## src/rtl/mux_b_seq_if.sv

```systemverilog
// mux_b_seq_if: bus bundle for the registered operand-B selector.
//
// Carries the source channels, the request/select inputs and the
// registered-operand handshake between a requester and mux_b_seq.
//   master : requester side (drives sources, select, req, out_ready)
//   slave  : mux_b_seq side (drives operand, status and error flags)
//
// Signal summary:
//   src_data    N_SRC*WIDTH  packed sources, channel k = [k*WIDTH +: WIDTH]
//   src_valid   N_SRC        per-channel data valid
//   sel_B       SEL_W        channel select, sampled when a request is accepted
//   req         1            request to fetch an operand
//   out_ready   1            consumer ready
//   mux_B_out   WIDTH        registered operand
//   out_valid   1            mux_B_out holds a valid operand
//   busy        1            selector is waiting or holding
//   sel_err     1            one-cycle pulse, request with out-of-range select
//   timeout_err 1            one-cycle pulse, wait aborted on timeout
//   wait_cnt    CNT_W        cycles spent in the current wait
interface mux_b_seq_if #(
    parameter int unsigned WIDTH   = 11,
    parameter int unsigned N_SRC   = 2,
    parameter int unsigned SEL_W   = $clog2(N_SRC),
    parameter int unsigned TIMEOUT = 15,
    parameter int unsigned CNT_W   = $clog2(TIMEOUT + 1)
);
    logic [N_SRC*WIDTH-1:0] src_data;
    logic [N_SRC-1:0]       src_valid;
    logic [SEL_W-1:0]       sel_B;
    logic                   req;
    logic                   out_ready;
    logic [WIDTH-1:0]       mux_B_out;
    logic                   out_valid;
    logic                   busy;
    logic                   sel_err;
    logic                   timeout_err;
    logic [CNT_W-1:0]       wait_cnt;

    modport master (
        output src_data, src_valid, sel_B, req, out_ready,
        input  mux_B_out, out_valid, busy, sel_err, timeout_err, wait_cnt
    );

    modport slave (
        input  src_data, src_valid, sel_B, req, out_ready,
        output mux_B_out, out_valid, busy, sel_err, timeout_err, wait_cnt
    );
endinterface

```

## src/rtl/mux_b_seq.sv

```systemverilog
// mux_b_seq: registered, parametrised operand-B selector.
//
// Picks one of N_SRC source channels (immediate extender, data memory,
// forwarding paths, ...) and registers it as the ALU B operand. A request
// latches the select; if the chosen source is not yet valid the block waits
// for it (bounded by TIMEOUT cycles) and then holds the operand under a
// valid/ready handshake. Out-of-range selects and non-responding sources
// are reported with one-cycle error pulses.
//
// Ports:
//   clk  in   system clock, all logic on the rising edge
//   rst  in   synchronous active-high reset
//   bus  slave modport of mux_b_seq_if (sources, select, req, handshake,
//        operand, busy, error pulses, wait counter)
module mux_b_seq #(
    parameter int unsigned WIDTH   = 11,
    parameter int unsigned N_SRC   = 2,
    parameter int unsigned SEL_W   = $clog2(N_SRC),
    parameter int unsigned TIMEOUT = 15,
    parameter int unsigned CNT_W   = $clog2(TIMEOUT + 1)
) (
    input logic        clk,
    input logic        rst,
    mux_b_seq_if.slave bus
);

    typedef enum logic [1:0] {
        StIdle,
        StWait,
        StHold
    } state_e;

    state_e           state_q, state_d;
    logic [SEL_W-1:0] sel_q, sel_d;
    logic [WIDTH-1:0] data_q, data_d;
    logic             valid_q, valid_d;
    logic             sel_err_q, sel_err_d;
    logic             tmo_q, tmo_d;
    logic [CNT_W-1:0] cnt_q, cnt_d;

    // Channel picked by the incoming select and by the latched select.
    logic [WIDTH-1:0] new_data, cur_data;
    logic             new_valid, cur_valid;
    logic             sel_bad;
    logic             start;

    // Loop compare instead of a direct index so out-of-range selects read
    // as zero/invalid rather than past the end of the packed vector.
    always_comb begin
        new_data  = '0;
        new_valid = 1'b0;
        cur_data  = '0;
        cur_valid = 1'b0;
        for (int unsigned k = 0; k < N_SRC; k++) begin
            if (32'(bus.sel_B) == k) begin
                new_data  = bus.src_data[k*WIDTH +: WIDTH];
                new_valid = bus.src_valid[k];
            end
            if (32'(sel_q) == k) begin
                cur_data  = bus.src_data[k*WIDTH +: WIDTH];
                cur_valid = bus.src_valid[k];
            end
        end
    end

    assign sel_bad = (32'(bus.sel_B) >= N_SRC);

    always_comb begin
        state_d   = state_q;
        sel_d     = sel_q;
        data_d    = data_q;
        valid_d   = valid_q;
        cnt_d     = cnt_q;
        sel_err_d = 1'b0;
        tmo_d     = 1'b0;
        start     = 1'b0;

        unique case (state_q)
            StIdle: begin
                start = bus.req;
            end
            StWait: begin
                // req is deliberately ignored while waiting.
                if (cur_valid) begin
                    data_d  = cur_data;
                    valid_d = 1'b1;
                    state_d = StHold;
                end else begin
                    cnt_d = cnt_q + 1'b1;
                    if (cnt_q == CNT_W'(TIMEOUT - 1)) begin
                        tmo_d   = 1'b1;
                        state_d = StIdle;
                    end
                end
            end
            StHold: begin
                if (bus.out_ready) begin
                    valid_d = 1'b0;
                    state_d = StIdle;
                    // A request in the handshake cycle starts back-to-back.
                    start   = bus.req;
                end
            end
            default: begin
                state_d = StIdle;
            end
        endcase

        if (start) begin
            if (sel_bad) begin
                sel_err_d = 1'b1;
                state_d   = StIdle;
            end else begin
                sel_d = bus.sel_B;
                if (new_valid) begin
                    data_d  = new_data;
                    valid_d = 1'b1;
                    state_d = StHold;
                end else begin
                    cnt_d   = '0;
                    state_d = StWait;
                end
            end
        end
    end

    always_ff @(posedge clk) begin
        if (rst) begin
            state_q   <= StIdle;
            sel_q     <= '0;
            data_q    <= '0;
            valid_q   <= 1'b0;
            sel_err_q <= 1'b0;
            tmo_q     <= 1'b0;
            cnt_q     <= '0;
        end else begin
            state_q   <= state_d;
            sel_q     <= sel_d;
            data_q    <= data_d;
            valid_q   <= valid_d;
            sel_err_q <= sel_err_d;
            tmo_q     <= tmo_d;
            cnt_q     <= cnt_d;
        end
    end

    assign bus.mux_B_out   = data_q;
    assign bus.out_valid   = valid_q;
    assign bus.busy        = (state_q != StIdle);
    assign bus.sel_err     = sel_err_q;
    assign bus.timeout_err = tmo_q;
    assign bus.wait_cnt    = cnt_q;

endmodule
```

## src/flat_wrapper.sv

```systemverilog
// flat-port wrapper written by rule: the top's interface ports become plain ports
module mux_b_seq_flat 
#(
    parameter int unsigned WIDTH   = 11,
    parameter int unsigned N_SRC   = 2,
    parameter int unsigned SEL_W   = $clog2(N_SRC),
    parameter int unsigned TIMEOUT = 15,
    parameter int unsigned CNT_W   = $clog2(TIMEOUT + 1)
)
  (clk, rst, bus_src_data, bus_src_valid, bus_sel_B, bus_req, bus_out_ready, bus_mux_B_out, bus_out_valid, bus_busy, bus_sel_err, bus_timeout_err, bus_wait_cnt);
  mux_b_seq_if #(.WIDTH(WIDTH), .N_SRC(N_SRC), .SEL_W(SEL_W), .TIMEOUT(TIMEOUT), .CNT_W(CNT_W)) bus_i ();
  input logic clk;
  input logic rst;
  input wire logic [$bits(bus_i.src_data)-1:0] bus_src_data;
  input wire logic [$bits(bus_i.src_valid)-1:0] bus_src_valid;
  input wire logic [$bits(bus_i.sel_B)-1:0] bus_sel_B;
  input wire logic [$bits(bus_i.req)-1:0] bus_req;
  input wire logic [$bits(bus_i.out_ready)-1:0] bus_out_ready;
  output wire logic [$bits(bus_i.mux_B_out)-1:0] bus_mux_B_out;
  output wire logic [$bits(bus_i.out_valid)-1:0] bus_out_valid;
  output wire logic [$bits(bus_i.busy)-1:0] bus_busy;
  output wire logic [$bits(bus_i.sel_err)-1:0] bus_sel_err;
  output wire logic [$bits(bus_i.timeout_err)-1:0] bus_timeout_err;
  output wire logic [$bits(bus_i.wait_cnt)-1:0] bus_wait_cnt;
  assign bus_i.src_data = bus_src_data;
  assign bus_i.src_valid = bus_src_valid;
  assign bus_i.sel_B = bus_sel_B;
  assign bus_i.req = bus_req;
  assign bus_i.out_ready = bus_out_ready;
  assign bus_mux_B_out = bus_i.mux_B_out;
  assign bus_out_valid = bus_i.out_valid;
  assign bus_busy = bus_i.busy;
  assign bus_sel_err = bus_i.sel_err;
  assign bus_timeout_err = bus_i.timeout_err;
  assign bus_wait_cnt = bus_i.wait_cnt;
  mux_b_seq #(.WIDTH(WIDTH), .N_SRC(N_SRC), .SEL_W(SEL_W), .TIMEOUT(TIMEOUT), .CNT_W(CNT_W)) u_core (.clk(clk), .rst(rst), .bus(bus_i));
endmodule
```

## config.mk

```make
export PLATFORM = sky130hd
export DESIGN_NAME = mux_b_seq_flat
export DESIGN_NICKNAME = d
export VERILOG_FILES = /design/src/rtl/mux_b_seq_if.sv /design/src/rtl/mux_b_seq.sv /design/src/flat_wrapper.sv
export SDC_FILE = /design/constraint.sdc
export NUM_CORES = 1
export LEC_CHECK = 0
export CAP_MARGIN = 5
export CORE_MARGIN = 5
export CORE_UTILIZATION = 45
export DETAILED_ROUTE_END_ITERATION = 16
export PLACE_DENSITY = 0.82
export RECOVER_POWER = 50
export SYNTH_ARGS = -nofsm -noshare
export SYNTH_HDL_FRONTEND = slang
export SYNTH_SLANG_ARGS = --single-unit
export TNS_END_PERCENT = 50
```

## constraint.sdc

```tcl
create_clock -name clk -period 3.5 [get_ports clk]
set_input_delay 0.7 -clock clk [delete_from_list [all_inputs] [get_ports clk]]
set_output_delay 0.7 -clock clk [all_outputs]
set_load 0.03 [all_outputs]
```

==> run_results.csv <==
group,metric,value,unit
clock_tree,ctsRootBufferMaster,"clkbuf_4",
timing,rsz0062_at_grt,"no",
setup_path,crit_fanout,7,
cells_and_area,fin_nets,208,
worst_hold_path,whs_path_depth,2,
run_status,status,"finished, final reports clean",
routing,viasPerCell,5.53,
cells_and_area,drive_gt1_share,11.0,%
timing,setup_viol,0,
clock_tree,post_cts_resized,0,
routing,vias,1129,
logic_synthesis,synth_edf_count,0,
timing,period_needed,2.52,ns
setup_path,cp.arrival,2.68,ns
logic_synthesis,synth_nets,166,
cells_and_area,antenna_cells,0,
floorplan,num_io_pins,48,
power_and_ir_drop,cellLeakagePower,0.641,nW
placement,dp_cells,200,
logic_synthesis,synth_cell_type_count,31,
routing,wl_per_cell,15.5,um
clock_tree,holdBufCountCts,0,
cells_and_area,area_growth,39.1,%
clock_tree,cts_sinks,20,
timing,worst_pin_slew,0.865,ns
routing,postRouteWirelength,3170,um
global_route,grt_use_total,16.5,%
clock_tree,cts_tree,"done",
routing,ant_nets,0,
setup_path,critPathKind,"in2reg",
floorplan,core_area,2710,sq um
run,drv_cap,0,
setup_path,cp-start-kind,"input pin",
global_route,antenna_found_initial,0,
clock_tree,clk_latency,0.31,ns
setup_path,cp-end-kind,"flop",
cells_and_area,finish.instance_area,1750,sq um
timing,slew-limit-headroom,42.2,%
floorplan,rows,19,
logic_synthesis,ys.flop_type,"dfxtp_1",
cells_and_area,fill_cells,243,
setup_path,rr_endpoint,"u_core.bus.mux_B_out[10]$_SDFF_PP0_",
timing,fmax,397,MHz
worst_hold_path,hp-class,"reg2reg",
clock_tree,clock_path_buffers,2,
routing,drc,0,
global_route,first_global_vias,1254,
placement,post-dp-hpwl,2370,um
setup_path,r2r_slack,1.02,ns
timing,finalMaxSlewViolations,0,
logic_synthesis,synth_seq_area_share,31.8,%
setup_path,reg2reg_from,"u_core.sel_q$_SDFFE_PP0P_",
cells_and_area,stdcell_count,204,
timing,finClkSkew,0.00478,ns
clock_tree,clk_pin_slew_worst_paths,0.12,ns
logic_synthesis,ys_ff_latch,20,
setup_path,worstPathRequired,3.66,ns
timing,final_hold_viol_count,0,
timing,fin_crit_sh,72.0,%
timing,hold_slack,0.525,ns
routing,drtIter0Drc,33,
global_route,grt_overflow,0,
placement,place.gp.congestion,0.791,
routing,drt_pass1_iterations,4,
clock_tree,cts_made_buffers,3,
floorplan,die_area,3950,sq um
worst_hold_path,min_to,"u_core.bus.wait_cnt[1]$_SDFF_PP0_",
clock_tree,htree_num_levels,1,
timing,setup_tns,0,ns
floorplan,die_x,62.9,um
global_route,grt_pass1_wl,5510,um
logic_synthesis,syn_inst,132,
logic_synthesis,synthArstFlopShare,0,%
logic_synthesis,syn_area_per_cell,9.53,sq um
power_and_ir_drop,power.density,380,nW/um^2
clock_tree,postCtsSetupBuffers,0,
placement,dpl-instance-area,1700,sq um
logic_synthesis,synth_warnings,0,
power_and_ir_drop,vdd_drop_max,0.000326,V
floorplan,initial_core_util,46.4,%
placement,portBuffers,46,
setup_path,r2r_cells,5,
logic_synthesis,synth_area,1260,sq um
worst_hold_path,worstHoldStart,"u_core.bus.wait_cnt[1]$_SDFF_PP0_",
global_route,grt_max_degree,24,
floorplan,dieHeight,62.9,um
==> critical path, stage by stage <==
cell and delay, ns:
clkdlybuf4s50_1 0.50, mux2i_1 0.17, nor2b_1 0.67, buf_4 0.31, mux2i_1 0.22, a211oi_1 0.10
==> registers in the layout, summed over array words and instances (netlist names) <==
signal and flops:
u_core.bus.mux_B_out 11, u_core.bus.out_valid 1, u_core.bus.timeout_err 1, u_core.bus.wait_cnt 4, u_core.sel_q 1, u_core.state_q 2
==> cell usage in the layout (no fill, tap or decap), drive strengths merged, types with 2 or more instances in the layout <==
master         Yosys  layout
dlygate4sd3        0      12
a21oi              3       3
clkbuf             3       3
inv                4       4
mux2              11      11
nand3              4       4
xor2               2       2
nor2               6       6
clkdlybuf4s50      0      34
a211o              2       2
dfxtp             20      20
ha                 5       5
nor2b             13      13
a211oi            22      22
nand2              3       3
buf                8       2
mux2i             14      14
a21o               2       2
==> worst max path at each step <==
stage	startpoint	to	cells past startpoint
final	bus_src_valid[1]	u_core.bus.mux_B_out[10]$_SDFF_PP0_	6
after global routing	bus_sel_B	u_core.bus.mux_B_out[1]$_SDFF_PP0_	5
after CTS	u_core.state_q[1]$_SDFFE_PP0P_	bus_busy	4
after detailed placement	bus_sel_B	u_core.bus.mux_B_out[9]$_SDFF_PP0_	5
after global placement	bus_sel_B	u_core.bus.mux_B_out[3]$_SDFF_PP0_	5
after floorplan	bus_src_valid[1]	u_core.bus.mux_B_out[0]$_SDFF_PP0_	6
==> layout make-up <==
cell class	instances	area (sq um)	area share [%]
Tap cell	31	38.8	2.22
Inverter	4	15.0	0.858
Sequential cell	20	400	22.9
Timing Repair Buffer	48	475	27.2
Clock inverter	1	30.0	1.72
Clock buffer	3	22.5	1.29
Multi-Input combinational cell	97	767	43.8
==> cells in the mapped netlist (all sizes together), types with 2 or more instances <==
library cell	number	area share, %
a211o	2	1.4
a211oi	22	13
a21o	2	1.2
a21oi	3	1.2
buf	8	4.9
clkbuf	3	0.90
dfxtp	20	32
ha	5	5.0
inv	4	1.2
mux2	11	9.9
mux2i	14	11
nand2	3	0.90
nand3	4	1.6
nor2	6	1.8
nor2b	13	6.7
xor2	2	1.4
==> metrics by stage <==
| step | setup slack [ns] | utilization, % | power, W |
|---|---|---|---|
| 2_1_floorplan | 1.76 | - | 0.000397 |
| 3_3_place_gp | 0.825 | 62.7 | 0.000474 |
| 3_5_place_dp | 0.750 | 62.7 | 0.000479 |
| 4_1_cts | 1.04 | 64.6 | 0.000677 |
| 5_1_grt | 0.890 | 64.5 | 0.000697 |
| 6_report | 0.980 | 64.5 | 0.000664 |
==> cell families after synthesis <==
family,Yosys count,share of synthesized area (%)
AO/OA/AOI/OAI,31,18.7
multiplexers,25,21.0
flip-flops,20,31.8
AND/OR/NAND/NOR,32,14.1
other,1,0.298
adder cells (fa/ha/maj),5,4.98
buffers and inverters,15,6.96
XOR/XNOR,3,2.09
==> power by group <==
| group | leakage, nW | switching (W) | internal (W) |
|---|---|---|---|
| clock network | 0.0279 | 0.0000776 | 0.000116 |
| registers | 0.164 | 0.0000156 | 0.000247 |
| logic | 0.450 | 0.000105 | 0.000103 |
| total | 0.641 | 0.000199 | 0.000465 |
==> metal layers <==
layer	track usage [%]	up-vias	wire (um)
met3	6.12	2	207
met4	2.39	0	15
met1	18.8	520	1380
li1	-	564	-
met5	0	-	0
met2	29.6	43	1570
Power figures use the tool's default switching activity.
